File: config.mk
export PLATFORM = sky130hd
export DESIGN_NAME = ifu_pcgen
export DESIGN_NICKNAME = d
export VERILOG_FILES = /design/src/rtl/ifu_pcgen_pkg.sv /design/src/rtl/ifu_litebpu.sv /design/src/rtl/ifu_pcgen.sv
export SDC_FILE = /design/constraint.sdc
export NUM_CORES = 1
export LEC_CHECK = 0
export CORE_MARGIN = 3
export CORE_UTILIZATION = 46
export DETAILED_ROUTE_END_ITERATION = 6
export PLACE_DENSITY = 0.81
export SLEW_MARGIN = 30
export SYNTH_ARGS = -nofsm -noshare
export SYNTH_HDL_FRONTEND = slang
export SYNTH_HIERARCHICAL = 1
export SYNTH_SLANG_ARGS = --single-unit
File: constraint.sdc
create_clock -name clk -period 2.84 [get_ports clk]
set_input_delay 0.284 -clock clk [delete_from_list [all_inputs] [get_ports clk]]
set_output_delay 0.284 -clock clk [all_outputs]
set_load 0.03 [all_outputs]
File: src/rtl/ifu_pcgen_pkg.sv
// ifu_pcgen_pkg -- shared definitions for the instruction-fetch PC generator.
//   DEF_PC_SIZE  : default fetch/PC width
//   DEF_XLEN     : integer register width of the core
//   DEF_RESET_PC : default first fetch address after reset
//   INSTR_W      : fetched instruction word width
//   OPC_*        : major opcodes recognised by the static predictor
//   pcgen_state_e: fetch FSM states
package ifu_pcgen_pkg;

   localparam int unsigned DEF_PC_SIZE  = 32;
   localparam int unsigned DEF_XLEN     = 32;
   localparam logic [31:0] DEF_RESET_PC = 32'h8000_0000;
   localparam int unsigned INSTR_W      = 32;

   localparam logic [6:0] OPC_JAL    = 7'b1101111;
   localparam logic [6:0] OPC_BRANCH = 7'b1100011;

   typedef enum logic [1:0] {
      StReq  = 2'd0,
      StWait = 2'd1,
      StHold = 2'd2
   } pcgen_state_e;

endpackage

File: src/rtl/ifu_litebpu.sv
// ifu_litebpu -- combinational static branch predictor.
//   JAL is always taken; a conditional branch is taken when its offset is negative
//   (backward loop); everything else falls through to pc + 4.
// Ports:
//   pc     in  PC_SIZE  address of the instruction
//   instr  in  32       instruction word
//   taken  out 1        predicted taken
//   target out PC_SIZE  predicted next pc (pc + 4 when not taken)
module ifu_litebpu
   import ifu_pcgen_pkg::*;
#(
   parameter int unsigned PC_SIZE = DEF_PC_SIZE
) (
   input  logic [PC_SIZE-1:0] pc,
   input  logic [INSTR_W-1:0] instr,
   output logic               taken,
   output logic [PC_SIZE-1:0] target
);

   logic [20:0] j_imm;
   logic [12:0] b_imm;
   logic        is_jal;
   logic        is_br;

   always_comb begin
      j_imm  = {instr[31], instr[19:12], instr[20], instr[30:21], 1'b0};
      b_imm  = {instr[31], instr[7], instr[30:25], instr[11:8], 1'b0};
      is_jal = (instr[6:0] == OPC_JAL);
      is_br  = (instr[6:0] == OPC_BRANCH);
      taken  = is_jal | (is_br & b_imm[12]);
      if (is_jal) begin
         target = pc + {{(PC_SIZE-21){j_imm[20]}}, j_imm};
      end else if (taken) begin
         target = pc + {{(PC_SIZE-13){b_imm[12]}}, b_imm};
      end else begin
         target = pc + PC_SIZE'(4);
      end
   end

endmodule

File: src/rtl/ifu_pcgen.sv
// ifu_pcgen -- single-outstanding instruction fetch PC generator.
//   REQ issues a fetch at pc_q, WAIT waits for the response, HOLD presents the
//   fetched word to decode until accepted. A branch-mispredict flush always wins
//   over the sequential/predicted pc; a response belonging to a flushed (or
//   pre-reset) fetch is swallowed via kill_q.
// Optional feature: define IFU_STATIC_BPU_EN to enable the static predictor
//   (ifu_litebpu); otherwise prediction is always not-taken and next pc = pc + 4.
// Ports:
//   clk, rst                      clock, synchronous active-high reset
//   brchmis_flush_req/ack         redirect request from EXU; ack tied high
//   brchmis_flush_add_op1/op2     redirect target = op1 + op2
//   ifu_req_valid/ready, _pc      fetch request handshake and address
//   ifu_rsp_valid, ifu_rsp_instr  fetch response
//   ifu_o_valid/ready             handshake to decode
//   ifu_o_pc, ifu_o_ir            pc and word handed to decode
//   ifu_o_prdt_taken              prediction travelling with the instruction
module ifu_pcgen
   import ifu_pcgen_pkg::*;
#(
   parameter int unsigned        PC_SIZE  = DEF_PC_SIZE,
   parameter logic [PC_SIZE-1:0] RESET_PC = PC_SIZE'(DEF_RESET_PC)
) (
   input  logic               clk,
   input  logic               rst,
   input  logic               brchmis_flush_req,
   output logic               brchmis_flush_ack,
   input  logic [PC_SIZE-1:0] brchmis_flush_add_op1,
   input  logic [PC_SIZE-1:0] brchmis_flush_add_op2,
   output logic               ifu_req_valid,
   input  logic               ifu_req_ready,
   output logic [PC_SIZE-1:0] ifu_req_pc,
   input  logic               ifu_rsp_valid,
   input  logic [INSTR_W-1:0] ifu_rsp_instr,
   output logic               ifu_o_valid,
   input  logic               ifu_o_ready,
   output logic [PC_SIZE-1:0] ifu_o_pc,
   output logic [INSTR_W-1:0] ifu_o_ir,
   output logic               ifu_o_prdt_taken
);

   pcgen_state_e       state_q, state_d;
   logic [PC_SIZE-1:0] pc_q, pc_d;
   logic               kill_q, kill_d;
   logic [PC_SIZE-1:0] o_pc_q, o_pc_d;
   logic [INSTR_W-1:0] o_ir_q, o_ir_d;
   logic               o_prdt_q, o_prdt_d;

   logic [PC_SIZE-1:0] flush_pc;
   logic [PC_SIZE-1:0] next_pc;
   logic               prdt_taken;

   assign brchmis_flush_ack = 1'b1;
   assign flush_pc          = brchmis_flush_add_op1 + brchmis_flush_add_op2;

   // In WAIT pc_q is still the address of the outstanding fetch, so the
   // prediction is formed from pc_q and the incoming word.
`ifdef IFU_STATIC_BPU_EN
   ifu_litebpu #(
      .PC_SIZE (PC_SIZE)
   ) u_litebpu (
      .pc     (pc_q),
      .instr  (ifu_rsp_instr),
      .taken  (prdt_taken),
      .target (next_pc)
   );
`else
   assign prdt_taken = 1'b0;
   assign next_pc    = pc_q + PC_SIZE'(4);
`endif

   always_comb begin
      state_d       = state_q;
      pc_d          = pc_q;
      kill_d        = kill_q;
      o_pc_d        = o_pc_q;
      o_ir_d        = o_ir_q;
      o_prdt_d      = o_prdt_q;
      ifu_req_valid = 1'b0;

      unique case (state_q)
         StReq: begin
            // No request goes out while reset is held.
            ifu_req_valid = ~rst;
            // A response seen here can only be the stale one from before reset.
            if (kill_q && ifu_rsp_valid) begin
               kill_d = 1'b0;
            end
            if (ifu_req_valid && ifu_req_ready) begin
               state_d = StWait;
               // Request leaves with the old pc; its response must be dropped.
               if (brchmis_flush_req) begin
                  kill_d = 1'b1;
               end
            end
            if (brchmis_flush_req) begin
               pc_d = flush_pc;
            end
         end

         StWait: begin
            if (ifu_rsp_valid) begin
               if (kill_q || brchmis_flush_req) begin
                  kill_d  = 1'b0;
                  state_d = StReq;
               end else begin
                  o_pc_d   = pc_q;
                  o_ir_d   = ifu_rsp_instr;
                  o_prdt_d = prdt_taken;
                  pc_d     = next_pc;
                  state_d  = StHold;
               end
            end else if (brchmis_flush_req) begin
               kill_d = 1'b1;
            end
            if (brchmis_flush_req) begin
               pc_d = flush_pc;
            end
         end

         StHold: begin
            // With o_ready the word is delivered even if a flush arrives too.
            if (ifu_o_ready || brchmis_flush_req) begin
               state_d = StReq;
            end
            if (brchmis_flush_req) begin
               pc_d = flush_pc;
            end
         end

         default: begin
            state_d = StReq;
         end
      endcase
   end

   always_ff @(posedge clk) begin
      if (rst) begin
         state_q  <= StReq;
         pc_q     <= RESET_PC;
         // A fetch in flight across reset still owes a response; swallow it.
         kill_q   <= (kill_q | (state_q == StWait)) & ~ifu_rsp_valid;
         o_pc_q   <= '0;
         o_ir_q   <= '0;
         o_prdt_q <= 1'b0;
      end else begin
         state_q  <= state_d;
         pc_q     <= pc_d;
         kill_q   <= kill_d;
         o_pc_q   <= o_pc_d;
         o_ir_q   <= o_ir_d;
         o_prdt_q <= o_prdt_d;
      end
   end

   assign ifu_req_pc       = pc_q;
   assign ifu_o_valid      = (state_q == StHold);
   assign ifu_o_pc         = o_pc_q;
   assign ifu_o_ir         = o_ir_q;
   assign ifu_o_prdt_taken = o_prdt_q;

endmodule

# Word-level counts from Yosys, hierarchy flattened

Index checks and enable logic that the tools add are counted.

Output and inout bits: 100
Logic and storage cells: 53
Register bits after elaboration: 99
Bits of input ports: 102

Equality and inequality tests: 10
Mux-type cells: 19
Bitwise operators: 5
$add $sub $neg: 2
Reductions and logical operators: 12

Operators with widths:

| kind                  | number |
|---|---|
| $mux 32               | 4 |
| $pmux 32 s2           | 1 |
| $add 32x3->32 const B | 1 |
| $add 32x32->32        | 1 |
| $reduce_and 3->1      | 3 |
| $mux 1                | 8 |
| $mux 2                | 4 |
| $ne 4x4->1 const B    | 2 |
| $ne 3x3->1 const B    | 2 |
| $pmux 2 s3            | 1 |
| $ne 2x1->1 const B    | 2 |
| $ne 2x2->1 const B    | 2 |
| $reduce_and 4->1      | 1 |
| $not 1->1             | 3 |
| $reduce_bool 3->1     | 1 |
| $eq 2x1->1 const B    | 1 |
| $eq 2x2->1 const B    | 1 |
| $logic_and 1x1->1     | 2 |
| $logic_not 2->1       | 1 |
| $logic_or 1x1->1      | 2 |
| $pmux 1 s2            | 1 |
| $reduce_bool 2->1     | 1 |
| $reduce_or 2->1       | 1 |
| $and 1x1->1           | 1 |
| $or 1x1->1            | 1 |

# Logic depth before layout (Yosys ltp)

Depth in word-level cells: 6
Gate-level depth with buffers: 11
Gate-level depth less buffers: 11

# Least setup slack after synthesis

No wires, ideal clock.

Kind: input to register
Start point: input brchmis_flush_add_op1[7]
End point: register pc_q[31], in the netlist ifu_req_pc[31]
Library setup time: 115 ps
Arrival: 2472 ps
Path buffers: 0
Stages: 9
Data required time: 2725 ps
Slack: 253 ps
Cells stage by stage: ha_1 -> nand3_2 -> nor4_2 -> nor2_1 -> o21ai_4 -> a41oi_4 -> o31a_1 -> or4_1 -> a31o_1

Cells in the longest elaborated chain, start to end: 3

RTL lines:

| item                              | RTL line                                            | source |
|---|---|---|
| start: declaration                | ifu_pcgen.sv:27                                     | `input logic [PC_SIZE-1:0] brchmis_flush_add_op1,` |
| $add 32x32->32 (*)                | ifu_pcgen.sv:53                                     | `assign flush_pc = brchmis_flush_add_op1 + brchmis_flush_add_op2;` |
| $mux 32, on equally long branches | ifu_pcgen.sv:95, ifu_pcgen.sv:125, ifu_pcgen.sv:115 |  |
| $pmux 32 s2 (*)                   | ifu_pcgen.sv:80                                     | `unique case (state_q)` |
| end signal: assignment            | ifu_pcgen.sv:147                                    | `pc_q <= pc_d;` |
| end: declaration                  | ifu_pcgen.sv:42                                     | `logic [PC_SIZE-1:0] pc_q, pc_d;` |

Every way passes the cells marked *; elsewhere a longest branch is shown, timed or not. The select of a mux whose other input is x is not followed.
A chain may end at the register's enable or synchronous reset.

# Final worst setup path

Start point: input brchmis_flush_add_op1[0]
End point: register pc_q[24], in the netlist ifu_req_pc[24]

The elaborated chain is that of the path after synthesis.

==> impl_metrics.ini <==
[run_status]
outcome = finished, final reports clean

[sta]
timing_hold_violations_final = 0
setup_viol_count_final = 0
tightestPinTransition_ns = 0.552
fin_worst_skew_ns = 0.00403
slew_headroom = 0.632
totalNegativeSetupSlack_ns = 0
max_clock_freq_mhz = 373
final_period_minus_worst_setup_slack_ns = 2.68
finalMaxSlewViolations = 0
rsz0062_at_grt = false
final.period_utilization = 0.945

[floorplan]
floorplan.die_area_sq_um = 14300
placeableCoreArea_sq_um = 12300
die_width_um = 120
floorplan.initialDensity = 0.484
core.rowCount = 40
number_of_placed_i_o_pins = 202
floorplan.die.height_um = 120

[critical_path]
reg2reg_from = ifu_req_pc[2]$_SDFFE_PP0P_
crit_required_ns = 3.08
critPathKind = in -> reg
critPathLaunchType = input pin
timing.critical_path.from = brchmis_flush_add_op1[0]
crit_top_cell = o31a_1
worstPathArrival_ns = 2.92
setup.worst_path.end_class = flip-flop
worstPathCellList = clkdlybuf4s50_1 > ha_1 > inv_1 > fa_2 > nor2b_2 > o31a_1 > o31a_1 > o21ai_2 > a211o_1 > a311o_1 > xnor2_1 > a32o_1
cp_max_fo = 3
cp_slowest_cell = clkdlybuf4s50_1
timing.critical_path.slowest_cell_delay_ns = 0.46

[pwr]
powerDensity_nw_per_um2 = 480
peakVddDrop_uv = 350
power_total_mw = 4.18
power_leakage_nw = 3.24

[detailed_routing]
drc_errors = 0
drt_wl_total_mm = 17.9
drt_first_iter_violations = 674
num_vias = 6503
drt.antenna.violating_nets = 0
drt-pass1-iter-count = 5
post_drt_wl_per_cell_um = 15.1
via_per_inst = 5.50

[global_route]
grt_usage = 0.241
maximum_number_of_pins_on_one_net_before_global_route_repair = 53
antenna_violations_before_repair = 0
wire_length_of_the_first_global_routing_pass_mm = 28.9
grt_pass1_vias = 5838
globalRouteOverflowTotal = 0

[yosys]
postSynthRegisterBits = 99
synth_area_per_cell_sq_um = 7.50
largest_cells_by_area_after_synthesis = dfxtp_1 33%, a21oi_1 11%, nand2_1 11%
syn_area_sq_um = 5950
post-synth-top-area-fraction = 0.330
mappedNetlistNets = 929
synth_largest_area_cell = dfxtp_1
synth_warnings = 6
most_instantiated_flip_flop_cell_in_the_synthesis_netlist = dfxtp_1
synth_enable_flop_cells = 1
syn-instance-count = 794
yosysSeqAreaShare = 0.335
post_synth_num_cell_types = 73
synthArstFlopShare = 0

[run]
drv_cap = 0

[clock_network]
ctsLongestPathBuffers = 2
post-cts-setup-buffers = 0
clock_sink_count = 99
clkTransAtPathRegs_ns = 0.07
cts-buffers-inserted = 9
cts-resized-gates = 0
number_of_h_tree_levels = 3
clk_root_buffer_cell = clkbuf_16
worstSkewPairLatency_ns = 0.34
post_cts_hold_buffer_count = 0
cts_tree = yes

[layout]
area_delta_synth_final_pct = 46.2
nets_finish = 1145
fillCellCount = 1020
antenna_cells = 0
drive_gt1_frac = 0.0956

[hold_path]
critical_hold_path_startpoint = rst
holdCritPathClass = in -> reg

[placed_design]
gp_congestion = 0.900
place.detailed.hpwl_mm = 13.5
io_buffers = 199
==> power breakdown <==
part	leakage (nW)	switching (mW)	total, mW	internal [mW]
Clock	0.164	0.527	1.35	0.824
Sequential	0.810	0.103	1.57	1.47
Combinational	2.27	0.662	1.25	0.592
==> metrics by stage <==
step	util	instances	worst slack (ns)	instance area [sq um]	hold WS, ns
floorplan	-	794	0.253	5950	0.399
global placement	0.678	1167	-0.277	8350	0.441
detailed placement	0.678	1167	-0.299	8350	0.446
CTS	0.705	1183	0.0392	8690	0.158
global route	0.707	1183	0.0128	8700	0.159
finish	0.707	1183	0.157	8700	0.168
==> Yosys cell counts, types with 5 or more instances <==
library cell,instances
a2111oi_0,6
a21o_1,20
a211oi_1,15
o21bai_1,6
nand2_1,173
nor2_1,40
o21ai_0,37
xnor2_1,17
xor2_1,5
dfxtp_1,98
a21oi_1,130
nand4_1,9
o21a_1,7
nor3_1,19
ha_1,32
or3_1,5
nand3_1,16
inv_1,13
clkbuf_1,34
a31oi_1,14
buf_1,6
==> kinds of logic (layout without fill, tap and decap cells) <==
family          after synthesis  in the layout  synth area share
buf+inv                      65            286            0.0519
flops                        99             99             0.335
simple gates                299            299             0.224
other cells                   2              2           0.00126
fa+ha+maj                    33             33            0.0706
compound gates              274            274             0.285
xor+xnor                     22             22            0.0324
==> layout make-up <==
| class | count | area, sq um | share of cell area |
|---|---|---|---|
| multi-input combinational | 630 | 3680 | 0.422 |
| timing repair buffer | 257 | 2440 | 0.280 |
| sequential | 99 | 1990 | 0.229 |
| clock buffer | 10 | 250 | 0.0288 |
| tap | 168 | 210 | 0.0242 |
| clock inverter | 6 | 86.3 | 0.00992 |
| inverter | 13 | 48.8 | 0.00561 |
==> critical path, delay by kind of cell <==
kind | cells | cell delay [ns]
AO/OA/AOI/OAI | 6 | 1.32
XOR/XNOR | 1 | 0.14
buffers and inverters | 2 | 0.52
adder cells (fa/ha/maj) | 2 | 0.51
AND/OR/NAND/NOR | 1 | 0.14
==> cells in the final DEF, fill, tap and decap left out, types with 5 or more instances in the layout <==
cell             count
xnor2_1             17
a21o_1              20
o21ai_0             36
clkdlybuf4s50_1    198
a21oi_1            130
xor2_1               5
nand3_1             16
nand2_1            173
o21a_1               7
clkbuf_16           10
a31oi_1             14
inv_1               13
a211oi_1            15
nand4_1              9
a2111oi_0            5
dfxtp_1             98
nor2_1              40
ha_1                32
o21bai_1             6
nor3_1              18
buf_4               58
==> path summary, 6_finish.rpt <==
path	end	slack, ns	depth (start not counted)
worst min-delay path	ifu_o_pc[28]$_SDFFE_PP0P_	0.17	2
worst max register to register	ifu_req_pc[25]$_SDFFE_PP0P_	0.43	8
worst max-delay path	ifu_req_pc[24]$_SDFFE_PP0P_	0.16	12
worst min register to register	ifu_o_pc[10]$_SDFFE_PP0P_	0.45	2
==> per-layer routing <==
metal / part of all wire / GRT usage / up-vias / routed length [um]
met1: 0.45 / 0.335 / 2949 / 8120
met5: 0 / 0 / - / 0
met2: 0.46 / 0.389 / 266 / 8270
li1: - / - / 3267 / -
met3: 0.072 / 0.0410 / 21 / 1290
met4: 0.013 / 0.0623 / 0 / 232
==> registers in the layout, summed over array words and instances, names as in the netlist <==
name / count
ifu_req_pc: 32
kill_q: 1
state_q: 2
ifu_o_pc: 32
ifu_o_ir: 32
No activity file was read; power rests on OpenSTA's default activity.
